## src/rtl/alu_result_buffer.sv

```systemverilog
// Registered FIFO behind the ALU: holds {opcode, result, upper, flags} per entry,
// plus sticky carry/overflow status and a wrap-around count of accepted operations.
module alu_result_buffer #(
  parameter int N     = 16,
  parameter int DEPTH = 4,
  parameter int CW    = 16
) (
  input  logic                       clk,
  input  logic                       rst_n,
  input  logic                       in_valid,
  output logic                       in_ready,
  input  logic [5:0]                 in_sel,
  input  logic [N-1:0]               in_result,
  input  logic [N-1:0]               in_upper,
  input  logic [6:0]                 in_flags,
  output logic                       out_valid,
  input  logic                       out_ready,
  output logic [5:0]                 out_sel,
  output logic [N-1:0]               out_result,
  output logic [N-1:0]               out_upper,
  output logic [6:0]                 out_flags,
  output logic [$clog2(DEPTH+1)-1:0] count,
  output logic                       sticky_carry,
  output logic                       sticky_ovf,
  input  logic                       sticky_clr,
  output logic [CW-1:0]              op_count
);

  localparam int PW   = $clog2(DEPTH);
  localparam int CNTW = $clog2(DEPTH+1);
  localparam logic [CNTW-1:0] FULL    = CNTW'(DEPTH);
  localparam logic [PW-1:0]   PTR_MAX = PW'(DEPTH - 1);

  typedef struct packed {
    logic [5:0]   sel;
    logic [N-1:0] result;
    logic [N-1:0] upper;
    logic [6:0]   flags;
  } entry_t;

  entry_t          mem_q [DEPTH];
  entry_t          wr_entry;
  entry_t          head;

  logic [PW-1:0]   wr_ptr_q, wr_ptr_d;
  logic [PW-1:0]   rd_ptr_q, rd_ptr_d;
  logic [CNTW-1:0] count_q, count_d;
  logic            sticky_carry_q, sticky_carry_d;
  logic            sticky_ovf_q, sticky_ovf_d;
  logic [CW-1:0]   op_count_q, op_count_d;
  logic            push;
  logic            pop;

  // Ready depends only on registered occupancy, so a full buffer refuses input
  // even while the consumer is popping.
  assign in_ready  = (count_q != FULL);
  assign out_valid = (count_q != '0);
  assign push      = in_valid & in_ready;
  assign pop       = out_valid & out_ready;

  always_comb begin
    // NOTE: every output of this block gets a default first, so no path can
    // leave a variable unassigned and infer a latch.
    wr_ptr_d       = wr_ptr_q;
    rd_ptr_d       = rd_ptr_q;
    count_d        = count_q;
    sticky_carry_d = sticky_carry_q;
    sticky_ovf_d   = sticky_ovf_q;
    op_count_d     = op_count_q;

    if (push) begin
      wr_ptr_d   = (wr_ptr_q == PTR_MAX) ? '0 : wr_ptr_q + 1'b1;
      op_count_d = op_count_q + 1'b1;
    end
    if (pop) begin
      rd_ptr_d = (rd_ptr_q == PTR_MAX) ? '0 : rd_ptr_q + 1'b1;
    end

    unique case ({push, pop})
      2'b10:   count_d = count_q + 1'b1;
      2'b01:   count_d = count_q - 1'b1;
      default: count_d = count_q;
    endcase

    // Clear first, then OR in the current push, so a setting push wins over a clear.
    sticky_carry_d = (sticky_carry_q & ~sticky_clr) | (push & in_flags[0]);
    sticky_ovf_d   = (sticky_ovf_q   & ~sticky_clr) | (push & in_flags[1]);
  end

  always_ff @(posedge clk or negedge rst_n) begin
    // NOTE: sequential state uses non-blocking assignments so every register
    // samples pre-edge values regardless of process ordering.
    if (!rst_n) begin
      wr_ptr_q       <= '0;
      rd_ptr_q       <= '0;
      count_q        <= '0;
      sticky_carry_q <= 1'b0;
      sticky_ovf_q   <= 1'b0;
      op_count_q     <= '0;
    end else begin
      wr_ptr_q       <= wr_ptr_d;
      rd_ptr_q       <= rd_ptr_d;
      count_q        <= count_d;
      sticky_carry_q <= sticky_carry_d;
      sticky_ovf_q   <= sticky_ovf_d;
      op_count_q     <= op_count_d;
    end
  end

  always_comb begin
    wr_entry        = '0;
    wr_entry.sel    = in_sel;
    wr_entry.result = in_result;
    wr_entry.upper  = in_upper;
    wr_entry.flags  = in_flags;
  end

  // NOTE: storage is deliberately not reset; occupancy gates every read, so stale
  // contents are never visible and the array can map onto plain flops or RAM.
  always_ff @(posedge clk) begin
    if (push) begin
      mem_q[wr_ptr_q] <= wr_entry;
    end
  end

  // Head is shown straight from storage; outputs read as zero while empty.
  assign head       = mem_q[rd_ptr_q];
  assign out_sel    = out_valid ? head.sel    : '0;
  assign out_result = out_valid ? head.result : '0;
  assign out_upper  = out_valid ? head.upper  : '0;
  assign out_flags  = out_valid ? head.flags  : '0;

  assign count        = count_q;
  assign sticky_carry = sticky_carry_q;
  assign sticky_ovf   = sticky_ovf_q;
  assign op_count     = op_count_q;

endmodule

```

## config.mk

```make
export PLATFORM = sky130hd
export DESIGN_NAME = alu_result_buffer
export DESIGN_NICKNAME = d
export VERILOG_FILES = /design/src/rtl/alu_result_buffer.sv
export SDC_FILE = /design/constraint.sdc
export NUM_CORES = 1
export LEC_CHECK = 0
export CAP_MARGIN = 20
export CORE_MARGIN = 2
export CORE_UTILIZATION = 50
export DETAILED_ROUTE_END_ITERATION = 8
export PLACE_DENSITY = 0.81
export RECOVER_POWER = 25
export SETUP_SLACK_MARGIN = 0.05
export SLEW_MARGIN = 20
export SYNTH_ARGS = -nofsm -noshare
export SYNTH_HDL_FRONTEND = slang
export SYNTH_SLANG_ARGS = --single-unit
```

## constraint.sdc

```tcl
create_clock -name clk -period 2.35 [get_ports clk]
set_input_delay 0.235 -clock clk [delete_from_list [all_inputs] [get_ports clk]]
set_output_delay 0.235 -clock clk [all_outputs]
set_load 0.02 [all_outputs]
```

==> results of run 1 <==
==> critical path: cells and delay by family (launching register included) <==
family / cells / cell delay [ns]
flip-flops: 1 / 0.51
multiplexers: 1 / 0.42
buffers and inverters: 3 / 0.53
AND/OR/NAND/NOR: 1 / 0.18
==> flip-flops by register name (all words and copies together) (netlist names) <==
name,cells
mem_q,180
wr_ptr_q,2
count,3
rd_ptr_q,2
sticky_ovf,1
op_count,16
sticky_carry,1
==> metal layers <==
| metal | up-vias | GRT usage (%) | wire, um |
|---|---|---|---|
| li1 | 1840 | - | - |
| met1 | 2156 | 25.5 | 6820 |
| met2 | 125 | 32.5 | 8020 |
| met3 | 12 | 3.54 | 917 |
| met4 | 0 | 4.01 | 132 |
| met5 | - | 0 | 0 |
==> repair_timing <==
item                       in CTS  in global routing
setup endpoints to repair      46                 34
pin swaps                       0                  4
gates resized for setup       213                 43
buffers inserted                5                  4
cloned                          2                  0
==> cell usage after synthesis, types with 4 or more instances <==
cell type / instances
nand2_1: 11
xnor2_1: 10
buf_6: 5
buf_2: 7
and3_1: 6
edfxtp_1: 180
inv_1: 8
xor2_1: 8
ha_1: 7
and2_1: 45
dfrtp_1: 25
nand3_1: 4
mux4_2: 45
clkbuf_1: 4
==> worst max-delay path by stage <==
stage	endpoint
6_report	out_result[8]
5_1_grt	out_result[0]
3_3_place_gp	out_result[14]
2_1_floorplan	count[2]
4_1_cts	out_result[0]
3_5_place_dp	count[2]
==> cells in the final DEF, fill, tap and decap left out, types with 13 or more instances in the layout <==
master and instances:
edfxtp_1 180, clkdlybuf4s50_1 46, mux4_2 45, and2_4 25, dlygate4sd3_1 25, buf_4 25
buf_2 22, and2_1 21, clkbuf_16 21, dfrtp_1 20, buf_6 13
==> stage by stage <==
step / instances / TNS (ns) / instance area [sq um] / worst slack (ns) / power, mW
3_3_place_gp: 728 / 0 / 9580 / 0.228 / 10.4
4_1_cts: 772 / -0.0551 / 10200 / -0.0167 / 13.5
3_5_place_dp: 728 / 0 / 9580 / 0.161 / 10.5
6_report: 775 / 0 / 10300 / 0.0155 / 13.7
5_1_grt: 775 / -0.184 / 10300 / -0.0382 / 14.4
2_1_floorplan: 393 / 0 / 8030 / 0.0613 / 8.25
==> final cells by class <==
cell class / instances / area (sq um) / share of cell area (%)
Sequential cell: 205 / 6040 / 58.6
Multi-Input combinational cell: 162 / 1910 / 18.6
Inverter: 10 / 42.5 / 0.413
Clock inverter: 10 / 52.6 / 0.510
Clock buffer: 27 / 568 / 5.51
Tap cell: 216 / 270 / 2.62
Timing Repair Buffer: 145 / 1420 / 13.8
==> kinds of logic after synthesis <==
kind of cell | share of synthesized area (%)
XOR/XNOR | 1.96
AO/OA/AOI/OAI | 0.405
multiplexers | 12.8
AND/OR/NAND/NOR | 6.50
buffers and inverters | 1.86
adder cells (fa/ha/maj) | 1.34
flip-flops | 75.2
==> power groups by stage <==
stage	Clock, mW	Sequential [mW]	Combinational [mW]
after floorplan	0	5.13	3.11
after global placement	0	5.09	5.33
after detailed placement	0	5.15	5.40
after CTS	3.05	5.08	5.35
after global routing	3.21	5.13	6.06
final	2.99	5.07	5.68
==> summary.txt, run 1 <==
Status
  – Result of the run: completed

CTS
  – Bufs on Longest Clock Path: 3
  – Worst-skew pair later-pin latency: 0.48 ns
  – TritonCTS buffer count: 21
  – # hold bufs at CTS: 0
  – Clock root cell: clkbuf_16
  – CTS clk-pin slew, worst paths: 0.06 ns
  – Num Clock Sinks: 205
  – TritonCTS clock tree: built
  – Level count of the clock H-tree: 1

Power
  – Worst VDD drop: 0.885 mV
  – Switching share of total power: 31.9%
  – Flop pwr share: 36.9%
  – Ratio of total power to cell area: 1330 mW/mm^2
  – Leakage power: 3.70 nW
  – Internal portion of total power: 9.36 mW
  – Sw power: 4.38 mW
  – Share of total power in the clock network: 21.8%
  – Combinational cell fraction of total power: 41.3%

Synthesis
  – Flops & latches, synth: 205
  – YS warnings: 0
  – Primary FF master, synth: edfxtp_1
  – Post-Syn Area: 0.00802 sq mm
  – Syn Inst Count: 393
  – Sequential fraction of the synthesis area: 75.2%
  – Portion of synthesized cell area occupied by the leading cell type: 67.4%
  – Post-synthesis area per instance: 20.4 sq um
  – Post-Syn Nets: 451
  – Async S/R FF share, synth: 12.2%
  – Cell type with the highest aggregate area in the netlist: edfxtp_1
  – Number of enable-type register cells in the synthesized netlist: 180
  – Cells taking the most area after synthesis: edfxtp_1 (67%), mux4_2 (13%), dfrtp_1 (7.8%)
  – Synth cell types: 30

Setup path
  – Cells on worst reg2reg path: 10
  – Worst path most repeated cell: buf_6
  – Kind of end point of the critical path: primary output
  – Required time of the critical path: 2.12 ns
  – Launch instance of the worst register-to-register path: count[0]
  – Category of the most critical setup path: flop to primary output
  – Setup slack of the most critical reg-to-reg path: 0.25 ns
  – Biggest fanout along the worst timing path: 5
  – Ordered list of cells on the worst path: buf_6, bufbuf_16, mux4_2, and2_4, buf_6
  – Data arrival time at the worst-slack endpoint: 2.10 ns
  – Critical path startpoint category: flop
  – Launch point of the worst path: rd_ptr_q[0]
  – Worst stage delay on the critical path: 0.51 ns
  – Worst-path cell with the longest stage delay: dfrtp_4
  – Reg-to-reg endpoint: count[2]

STA
  – WHS: 0.367 ns
  – Hold violation total from the final report: 0
  – Max Fclk: 0.428 GHz
  – Portion of the clock cycle consumed by the worst path in the final layout: 99.3%
  – Setup violators final: 0
  – Worst-case clock skew: 0.00676 ns
  – Tightest Pin Transition: 1.34 ns
  – Min Clock Period, post-route: 2.33 ns
  – Unrepaired setup endpoints after global routing: true
  – Normalized max-slew margin: 10.8%
  – Total count of max-transition violations in the final report: 0

Die
  – Total number of placement rows: 46
  – Core area: 0.0158 sq mm
  – Die boundary width: 131 um
  – Effective utilization at floorplan: 50.9%
  – Die height: 131 um
  – Die footprint: 0.0171 sq mm
  – Number of top-level pins: 118

Cells and area
  – Area growth syn-to-layout: 28.5%
  – Number of nets in the finished design: 603
  – Antenna cells: 0
  – Filler Cells Inserted: 1084
  – Share of cells above drive strength 1: 34.3%
  – Final core utilization: 65.4%

Route
  – Routed vias: 4133
  – Via-to-Cell Ratio: 5.33
  – Starting DRT DRC Count: 360
  – WL/cell: 20.5 um
  – Total wire length after detailed routing: 15.9 mm
  – DRC: 0
  – Total iterations of the first detailed-routing run: 4
  – Remaining number of nets flagged by the antenna check after routing: 0

Place
  – IO Port Bufs: 117
  – Global placer's final weighted congestion: 0.708
  – HPWL after detailed placement: 9.41 mm

GRT
  – Number of antenna violations at the first check in global routing: 0
  – Overflow left after global routing: 0
  – Aggregate global-route resource usage: 18.9%
  – Largest net degree at the start of global routing: 46
  – First-pass GRT wire length: 24.2 mm
  – Via count of the first global-routing pass: 4348

Hold path
  – WHS Endpoint: sticky_carry
  – Min-Delay Startpoint: sticky_clr
  – Worst min-delay path class: input port to flop
  – Number of cells traversed by the worst hold path: 2

Flow run
  – Count of maximum capacitance violations: 0
Note: power is estimated with default switching activity, not from simulation.
==> run 2, diff against run 1 <==
--- a/config.mk
+++ b/config.mk
@@ -16,3 +16,4 @@
 export SYNTH_ARGS = -nofsm -noshare
 export SYNTH_HDL_FRONTEND = slang
 export SYNTH_SLANG_ARGS = --single-unit
+export TNS_END_PERCENT = 20
==> run 2 against run 1 <==
  * Worst hold slack worse by 0.017 ns
  * Clock power up 8.4%
  * Non-clock buffer count decreased by 4
  * Fmax hardly changed
  * Setup slack barely moved
  * Via count rose by 0.63%
  * Sequential share of layout area is 0.93 points lower
==> summary.txt, run 2 (synthesis results as in run 1) <==
Cells and area
  – Number of flip-flops in the largest register: 180 (unchanged)
  – Area growth syn-to-layout: 30.5%
  – Commonest non-fill, non-tap cell in the layout: edfxtp_1
  – Leading cell types in the layout, fill and taps excluded: edfxtp_1 (180), mux4_2 (45), clkdlybuf4s50_1 (45)
  – Share of cells above drive strength 1: 33.3% (-1.0 points)
  – Final core utilization: 66.4% (+1.0 points)
  – Number of nets in the finished design: 600 (-0.50%)
  – Filler Cells Inserted: 1059 (-2.3%)
  – Most flop-heavy register: mem_q

Power
  – Post-layout power: 14.2 mW (+3.2%)
  – Worst VDD drop: 0.874 mV (-1.3%)
  – Ratio of total power to cell area: 1360 mW/mm^2 (+1.7%)
  – Leakage power: 3.76 nW (+1.5%)

Route
  – Total wire length after detailed routing: 15.6 mm (-1.6%)
  – DRC: 0 (unchanged)
  – Total iterations of the first detailed-routing run: 4 (unchanged)
  – Starting DRT DRC Count: 324 (-10%)
  – WL/cell: 20.1 um (-1.8%)
  – Via-to-Cell Ratio: 5.35 (+0.37%)
  – Remaining number of nets flagged by the antenna check after routing: 0 (unchanged)
  – Routed vias: 4159 (+0.63%)

STA
  – Max Fclk: 0.428 GHz (about the same)
  – Normalized max-slew margin: 9.21% (-1.6 points)
  – Unrepaired setup endpoints after global routing: true
  – Total count of max-transition violations in the final report: 0 (unchanged)
  – Setup violators final: 0 (unchanged)
  – Worst-case clock skew: 0.0121 ns (+0.00531 ns)
  – Min Clock Period, post-route: 2.33 ns (-0.000373 ns)
  – Portion of the clock cycle consumed by the worst path in the final layout: 99.3% (about the same)
  – Hold violation total from the final report: 0 (unchanged)
  – Tightest Pin Transition: 1.36 ns (+0.0235 ns)

Die
  – Die footprint: 0.0171 sq mm (unchanged)
  – Die height: 131 um (unchanged)
  – Effective utilization at floorplan: 50.9% (unchanged)
  – Core area: 0.0158 sq mm (unchanged)
  – Number of top-level pins: 118 (unchanged)
  – Die boundary width: 131 um (unchanged)
  – Total number of placement rows: 46 (unchanged)

Hold path
  – Number of cells traversed by the worst hold path: 2 (unchanged)
  – Worst min-delay path class: input port to flop
  – Min-Delay Startpoint: sticky_clr
  – WHS Endpoint: sticky_carry

Setup path
  – Biggest fanout along the worst timing path: 5 (unchanged)
  – Reg-to-reg endpoint: count[2]
  – Required time of the critical path: 2.12 ns (about the same)
  – Critical path startpoint category: flop
  – Data arrival time at the worst-slack endpoint: 2.10 ns (about the same)
  – Cells on worst reg2reg path: 10 (unchanged)
  – Setup slack of the most critical reg-to-reg path: 0.16 ns (-0.09 ns)
  – Launch instance of the worst register-to-register path: count[1]
  – Kind of end point of the critical path: primary output
  – Category of the most critical setup path: flop to primary output

GRT
  – First-pass GRT wire length: 23.9 mm (-1.4%)
  – Overflow left after global routing: 0 (unchanged)
  – Number of antenna violations at the first check in global routing: 2 (+2)
  – Via count of the first global-routing pass: 4426 (+1.8%)
  – Aggregate global-route resource usage: 18.5% (-0.36 points)
  – Largest net degree at the start of global routing: 46 (unchanged)

CTS
  – Bufs on Longest Clock Path: 3 (unchanged)
  – Worst-skew pair later-pin latency: 0.48 ns (about the same)
  – Num Clock Sinks: 205 (unchanged)
  – # hold bufs at CTS: 0 (unchanged)
  – Clock root cell: clkbuf_16
  – TritonCTS buffer count: 22 (+4.8%)
  – CTS clk-pin slew, worst paths: 0.06 ns (about the same)
  – Level count of the clock H-tree: 1 (unchanged)
  – TritonCTS clock tree: built

Place
  – IO Port Bufs: 117 (unchanged)
  – HPWL after detailed placement: 9.47 mm (+0.64%)
  – Global placer's final weighted congestion: 0.761 (+7.5%)

Flow run
  – Count of maximum capacitance violations: 0 (unchanged)

Status
  – Result of the run: completed
[run 2: report_power, final]
| part | switching, mW | internal (mW) |
|---|---|---|
| registers | 0.320 | 4.76 |
| logic | 2.80 | 3.06 |
| clock network | 1.32 | 1.92 |
| total | 4.44 | 9.75 |
[run 2: layer usage]
| layer | part of all wire, % | global-route usage, % | wire, um | vias to the layer above |
|---|---|---|---|---|
| li1 | - | - | - | 1848 |
| met1 | 41 | 24.3 | 6450 | 2156 |
| met2 | 52 | 32.4 | 8150 | 140 |
| met3 | 5.6 | 3.62 | 875 | 15 |
| met4 | 1.1 | 4.26 | 166 | 0 |
| met5 | 0 | 0 | 0 | - |
[run 2: how the worst max path moves through the flow]
stage / startpoint / endpoint / slack, ns / cells past startpoint
final: rd_ptr_q[0] / out_result[3] / 0.02 / 6
after detailed placement: rd_ptr_q[0] / out_upper[4] / 0.15 / 4
after global routing: rd_ptr_q[0] / out_result[3] / -0.04 / 6
after floorplan: count[2] / mem_q[1][0] / 0.008 / 3
after global placement: rd_ptr_q[0] / out_result[4] / 0.16 / 4
after CTS: rd_ptr_q[0] / out_result[3] / -0.06 / 5
[run 2: critical path, stage by stage (launching register included)]
cell and delay (ns):
dfrtp_4 0.51, buf_8 0.15, buf_12 0.12, buf_16 0.13, mux4_2 0.42, and2_4 0.17, buf_6 0.12
[run 2: timing repair]
item,CTS,global route
gates resized for setup,205,60
endpoints found under the setup margin,46,44
gates cloned,2,1
buffers inserted,3,3
hold endpoints to repair,0,0
pin swaps,0,1
[run 2: metrics by stage]
step | setup slack, ns | area (sq um) | setup TNS, ns | instances | hold slack, ns
6_report | 0.0158 | 10500 | 0 | 777 | 0.349
5_1_grt | -0.0402 | 10500 | -0.130 | 775 | 0.377
4_1_cts | -0.0618 | 10300 | -0.346 | 772 | 0.111
3_5_place_dp | 0.155 | 9610 | 0 | 727 | 0.476
3_3_place_gp | 0.160 | 9610 | 0 | 727 | 0.464
2_1_floorplan | 0.00796 | 8030 | 0 | 393 | -0.0606
[run 2: layout make-up]
type | instances | area, sq um | share of cell area [%]
inverter | 10 | 42.5 | 0.406
clock inverter | 11 | 62.6 | 0.598
antenna | 3 | 7.51 | 0.0717
sequential | 205 | 6040 | 57.7
multi-input combinational | 162 | 1910 | 18.3
tap | 216 | 270 | 2.58
timing repair buffer | 141 | 1500 | 14.3
clock buffer | 29 | 639 | 6.11
==> variant 1, RTL diff (settings of run 2) <==
Change the parameter `CW` from 16 to 17.
--- a/src/rtl/alu_result_buffer.sv
+++ b/src/rtl/alu_result_buffer.sv
@@ -4,5 +4,5 @@
   parameter int N     = 16,
   parameter int DEPTH = 4,
-  parameter int CW    = 16
+  parameter int CW    = 17
 ) (
   input  logic                       clk,
Ports: changed (resized op_count); port bits go from 118 to 119. The function was not compared with the original's and may differ.
==> variant 1 against run 2 <==
  * Setup slack improved by 0.049 ns
  * Largest cell class unchanged
  * Critical path depth fell by 1
  * Area after synthesis is 0.98% higher
  * Synthesized cell count is 3.6% higher
  * Critical endpoint is now out_upper[15]
  * Final area is 0.55% lower
  * Total power shrank 2.6%
  * Via count up 1.3%
  * Sequential cell count up 1
  * Wire length decreased by 0.17%
==> variant 1: results (changes against run 2) <==
Post-layout nets 612 (was 600); syn nets 465 (was 451); R2R setup slack 0.13 ns (was 0.16 ns); crit path DAT 2.05 ns (was 2.10 ns); vias in the first global route 4606 (was 4426); Cell variety after synth 31 (was 30); Hold WC Path Type in -> reg (unchanged); crit path to out_upper[15] (was out_result[3]); first-pass GRT wire length 24.6 mm (was 23.9 mm); sequential area share after synthesis 74.7% (was 75.2%); port bufs 118 (was 117); asr flop ratio synth 12.6% (was 12.2%); Pre-antenna DRT Iters 4 (unchanged); routed length per instance 19.9 um (was 20.1 um); DRT iter0 DRCs 266 (was 324); most flop-heavy register mem_q (unchanged); GRT Resource Usage Total 18.2% (was 18.5%); vias per cell 5.37 (was 5.35); Area contributors post-synth edfxtp_1 67%, mux4_2 13%, dfrtp_1 8.0% (was edfxtp_1 67%, mux4_2 13%, dfrtp_1 7.8%); RR Startpoint count[0] (was count[1]); CTS Buf Count 21 (was 22); Pleak 0.00370 uW (was 0.00376 uW); Setup Skew 0.00882 ns (was 0.0121 ns); top post-synthesis cells by count 180 x edfxtp_1, 45 x and2_1, 45 x mux4_2, 26 x dfrtp_1, 15 x nand2_1 (was 180 x edfxtp_1, 45 x and2_1, 45 x mux4_2, 25 x dfrtp_1, 11 x nand2_1); placer congestion estimate 0.848 (was 0.761); Tightest Pin Transition 1.38 ns (was 1.36 ns); VDD IR max 0.000655 V (was 0.000874 V); DP HPWL 8.91 mm (was 9.47 mm); Worst R2R Path Depth 10 (unchanged); fillcell total 1093 (was 1059); outcome finished clean (unchanged); Synth Flop Type edfxtp_1 (unchanged); share of cells above drive strength 1 30.8% (was 33.3%); synthesis warning total 0 (unchanged); Crit Path Max Fanout 7 (was 5); root buffer cell clkbuf_16 (unchanged)
[variant 1: where the power goes]
group          internal [uW]  switching [uW]  total (uW)
clock                   1750            1240        2990
combinational           2930            2830        5760
sequential              4780             288        5070
[variant 1: critical path: stages (launching register included)]
cell     delay, ns
dfrtp_4       0.46
buf_12        0.14
buf_16        0.15
mux4_2        0.52
and2_4        0.18
buf_6         0.12
[variant 1: layer usage]
layer	global-route usage (%)	share of wire (%)	routed length [um]	vias up
li1	-	-	-	1883
met3	4.48	6.9	1070	20
met4	4.35	1.7	272	2
met1	24.6	42	6620	2162
met5	0	0.083	13	-
met2	30.2	49	7630	146
[variant 1: worst min-delay path by stage]
stage	from	end	slack, ns	cells after the start
floorplan	rst_n	count[0]	-0.06	0
global placement	op_count[16]	op_count[16]	0.46	1
detailed placement	op_count[16]	op_count[16]	0.47	1
CTS	rst_n	sticky_ovf	0.12	2
global route	sticky_clr	sticky_carry	0.38	2
finish	sticky_clr	sticky_carry	0.36	2
[variant 1: through the flow]
stage          area, um^2  std cells  TNS (ns)  hold WS, ns  setup slack (ns)
6_report            10400        785         0        0.365            0.0649
5_1_grt             10400        785         0        0.381            0.0120
4_1_cts             10200        780    -0.462        0.124           -0.0569
3_5_place_dp         9650        737         0        0.466            0.0842
3_3_place_gp         9650        737         0        0.463             0.176
2_1_floorplan        8100        407         0      -0.0606           0.00838
[variant 1: area by class of cell]
cell class | count | area, um^2 | area share [%]
Antenna cell | 1 | 2.50 | 0.0240
Inverter | 11 | 46.3 | 0.445
Sequential cell | 206 | 6060 | 58.2
Timing Repair Buffer | 140 | 1450 | 13.9
Tap cell | 216 | 270 | 2.60
Clock buffer | 32 | 598 | 5.75
Clock inverter | 5 | 22.5 | 0.216
Multi-Input combinational cell | 174 | 1960 | 18.8
[variant 1: logic make-up (layout without fill, tap and decap cells)]
group           count (synthesis)  after routing  share of synthesized area (%)
other cells                     0              1                              0
flops                         206            206                           74.7
compound gates                  5              5                          0.340
xor+xnor                       19             19                           2.05
simple gates                   95             95                           6.89
fa+ha+maj                       8              8                           1.33
mux                            47             47                           12.8
buf+inv                        27            188                           1.88
[variant 1: repair_timing]
item,CTS,global route
endpoints found under the setup margin,46,32
gates cloned,3,2
pin swaps,0,2
buffers inserted,3,4
gates resized for setup,196,55
==> variant 2, RTL diff (settings of run 2) <==
Made on the original files. Put a register stage on the output `out_flags`, cleared by the reset. The value now appears one clock later. The other outputs are not delayed to match.
--- a/src/rtl/alu_result_buffer.sv
+++ b/src/rtl/alu_result_buffer.sv
@@ -129,5 +129,11 @@
   assign out_result = out_valid ? head.result : '0;
   assign out_upper  = out_valid ? head.upper  : '0;
-  assign out_flags  = out_valid ? head.flags  : '0;
+  always_ff @(posedge clk or negedge rst_n) begin
+    if (!rst_n) begin
+      out_flags <= '0;
+    end else begin
+      out_flags <= out_valid ? head.flags  : '0;
+    end
+  end
 
   assign count        = count_q;
Check against the original RTL: not equivalent (Yosys sat finds a counterexample within 4 cycles, from zero or initial values and one cycle with rst_n low).
==> variant 2 against run 2 <==
  * Highest routed layer unchanged
  * Critical path type unchanged
  * Area after synthesis increased by 2.3%
  * Final area increased by 1.9%
  * Setup slack improved by 0.031 ns
  * Sequential cell count increased by 7
  * Total power increased by 1.9%
  * Wire length decreased by 0.26%
  * Via count increased by 1.4%
  * Largest cell class unchanged
==> variant 2: results (changes against run 2) <==
outcome finished clean (unchanged); Setup Skew 0.00551 ns (was 0.0121 ns); fillcell total 1067 (was 1059); Mapped Cells 406 (was 393); GRT Resource Usage Total 18.3% (was 18.5%); largest net degree at the start of global routing 46 (unchanged); sequential area share after synthesis 75.6% (was 75.2%); vias per cell 5.34 (was 5.35); H-Tree Depth 1 (unchanged); Pre-antenna DRT Iters 4 (unchanged); Post-Place Setup Slack 0.0783 ns (was 0.155 ns); most flop-heavy register mem_q (unchanged); syn nets 464 (was 451); Crit Path Max Fanout 7 (was 5); CP delay by family, top multiplexers (was buffers and inverters); Pleak 0.00381 uW (was 0.00376 uW); root buffer cell clkbuf_16 (unchanged); CTS max path bufs 3 (unchanged); Worst-path clk slew 0.06 ns (about the same); placer congestion estimate 0.807 (was 0.761); Area contributors post-synth edfxtp_1 66%, mux4_2 12%, dfrtp_1 9.8% (was edfxtp_1 67%, mux4_2 13%, dfrtp_1 7.8%); routed length per instance 19.7 um (was 20.1 um); Synth Flop Type edfxtp_1 (unchanged); CTS Buf Count 22 (unchanged); n_diodes 0 (was 3); crit path DAT 2.07 ns (was 2.10 ns); DRT iter0 DRCs 259 (was 324); slowest CP cell mux4_2 (was dfrtp_4); port bufs 117 (unchanged); share of cells above drive strength 1 31.9% (was 33.3%); Post-layout nets 619 (was 600); dpl cells 742 (was 727); Cell variety after synth 28 (was 30); fin cells 790 (was 777); synthesis warning total 0 (unchanged); number of synthesized flops with an enable pin 180 (unchanged); DP HPWL 9.50 mm (was 9.47 mm); max reg flops 180 (unchanged); Worst-Skew Late Latency 0.49 ns; vias in the first global route 4519 (was 4426); first-pass GRT wire length 24.9 mm (was 23.9 mm); Tightest Pin Transition 0.416 ns (was 1.36 ns); biggest cell delay along the critical path 0.51 ns (about the same); Hold WC Path Type in -> async (was in -> reg); Switch Pwr 4450 uW (was 4440 uW); top post-synthesis cells by count 180 x edfxtp_1, 45 x and2_1, 45 x mux4_2, 32 x dfrtp_1, 14 x xnor2_1 (was 180 x edfxtp_1, 45 x and2_1, 45 x mux4_2, 25 x dfrtp_1, 11 x nand2_1); VDD IR max 0.000820 V (was 0.000874 V); asr flop ratio synth 15.1% (was 12.2%); MaxCap Viol Count 0 (unchanged); initial antenna violation count 0 (was 2)
## variant 2: area by class of cell
type | count | area, um^2 | area share (%)
timing repair buffer | 147 | 1530 | 14.4
sequential | 212 | 6210 | 58.3
clock inverter | 8 | 67.6 | 0.634
tap | 216 | 270 | 2.53
multi-input combinational | 167 | 1920 | 18.0
inverter | 11 | 41.3 | 0.387
clock buffer | 29 | 618 | 5.80
## variant 2: layer usage
| layer | part of all wire [%] | wire (um) | GRT usage (%) |
|---|---|---|---|
| met1 | 42 | 6570 | 23.8 |
| met2 | 51 | 8030 | 32.3 |
| met3 | 4.3 | 663 | 3.50 |
| met4 | 2.2 | 337 | 4.29 |
| met5 | 0 | 0 | 0 |
## variant 2: per-stage QoR
step	power [uW]	cell area [um^2]	setup TNS (ns)	hold slack, ns
after detailed placement	10800	9780	0	0.465
after global routing	15100	10700	-0.0249	0.172
after floorplan	8410	8210	0	-0.0606
final	14500	10700	0	0.147
after CTS	14100	10500	-0.0236	0.147
after global placement	10700	9780	0	0.462
## variant 2: path summary, 6_finish.rpt
check	endpoint	start	depth (start not counted)	slack (ns)
setup reg to reg	count[2]	count[0]	10	0.15
hold reg to reg	op_count[15]	op_count[15]	1	0.47
max in group asynchronous	rd_ptr_q[0]	rst_n	2	1.88
hold / removal	op_count[9]	rst_n	2	0.15
min in group clk	sticky_carry	sticky_clr	2	0.36
setup / recovery	out_upper[6]	rd_ptr_q[0]	5	0.05
## variant 2: kinds of logic (layout without fill, tap and decap cells)
group,count (synthesis),in the layout,share of synthesized area (%)
DFF,212,212,75.6
buffers and inverters,27,195,1.80
adders and majority gates,8,8,1.31
xor gates and xnor gates,18,18,1.92
muxes,46,46,12.5
AOI/OAI and AO/OA,6,6,0.396
and+or+nand+nor,89,89,6.48
## variant 2: power groups by stage
stage	clock, uW	combinational (uW)	sequential (uW)
finish	3270	5880	5300
global route	3480	6290	5380
CTS	3350	5400	5310
detailed placement	0	5360	5400
global placement	0	5310	5340
floorplan	0	2990	5430
## variant 2: timing repair
action | CTS | global route
hold endpoints to repair | 0 | 0
pin swaps | 4 | 10
endpoints found under the setup margin | 39 | 39
setup buffers | 7 | 2
gates cloned | 2 | 0
resized for setup | 170 | 74
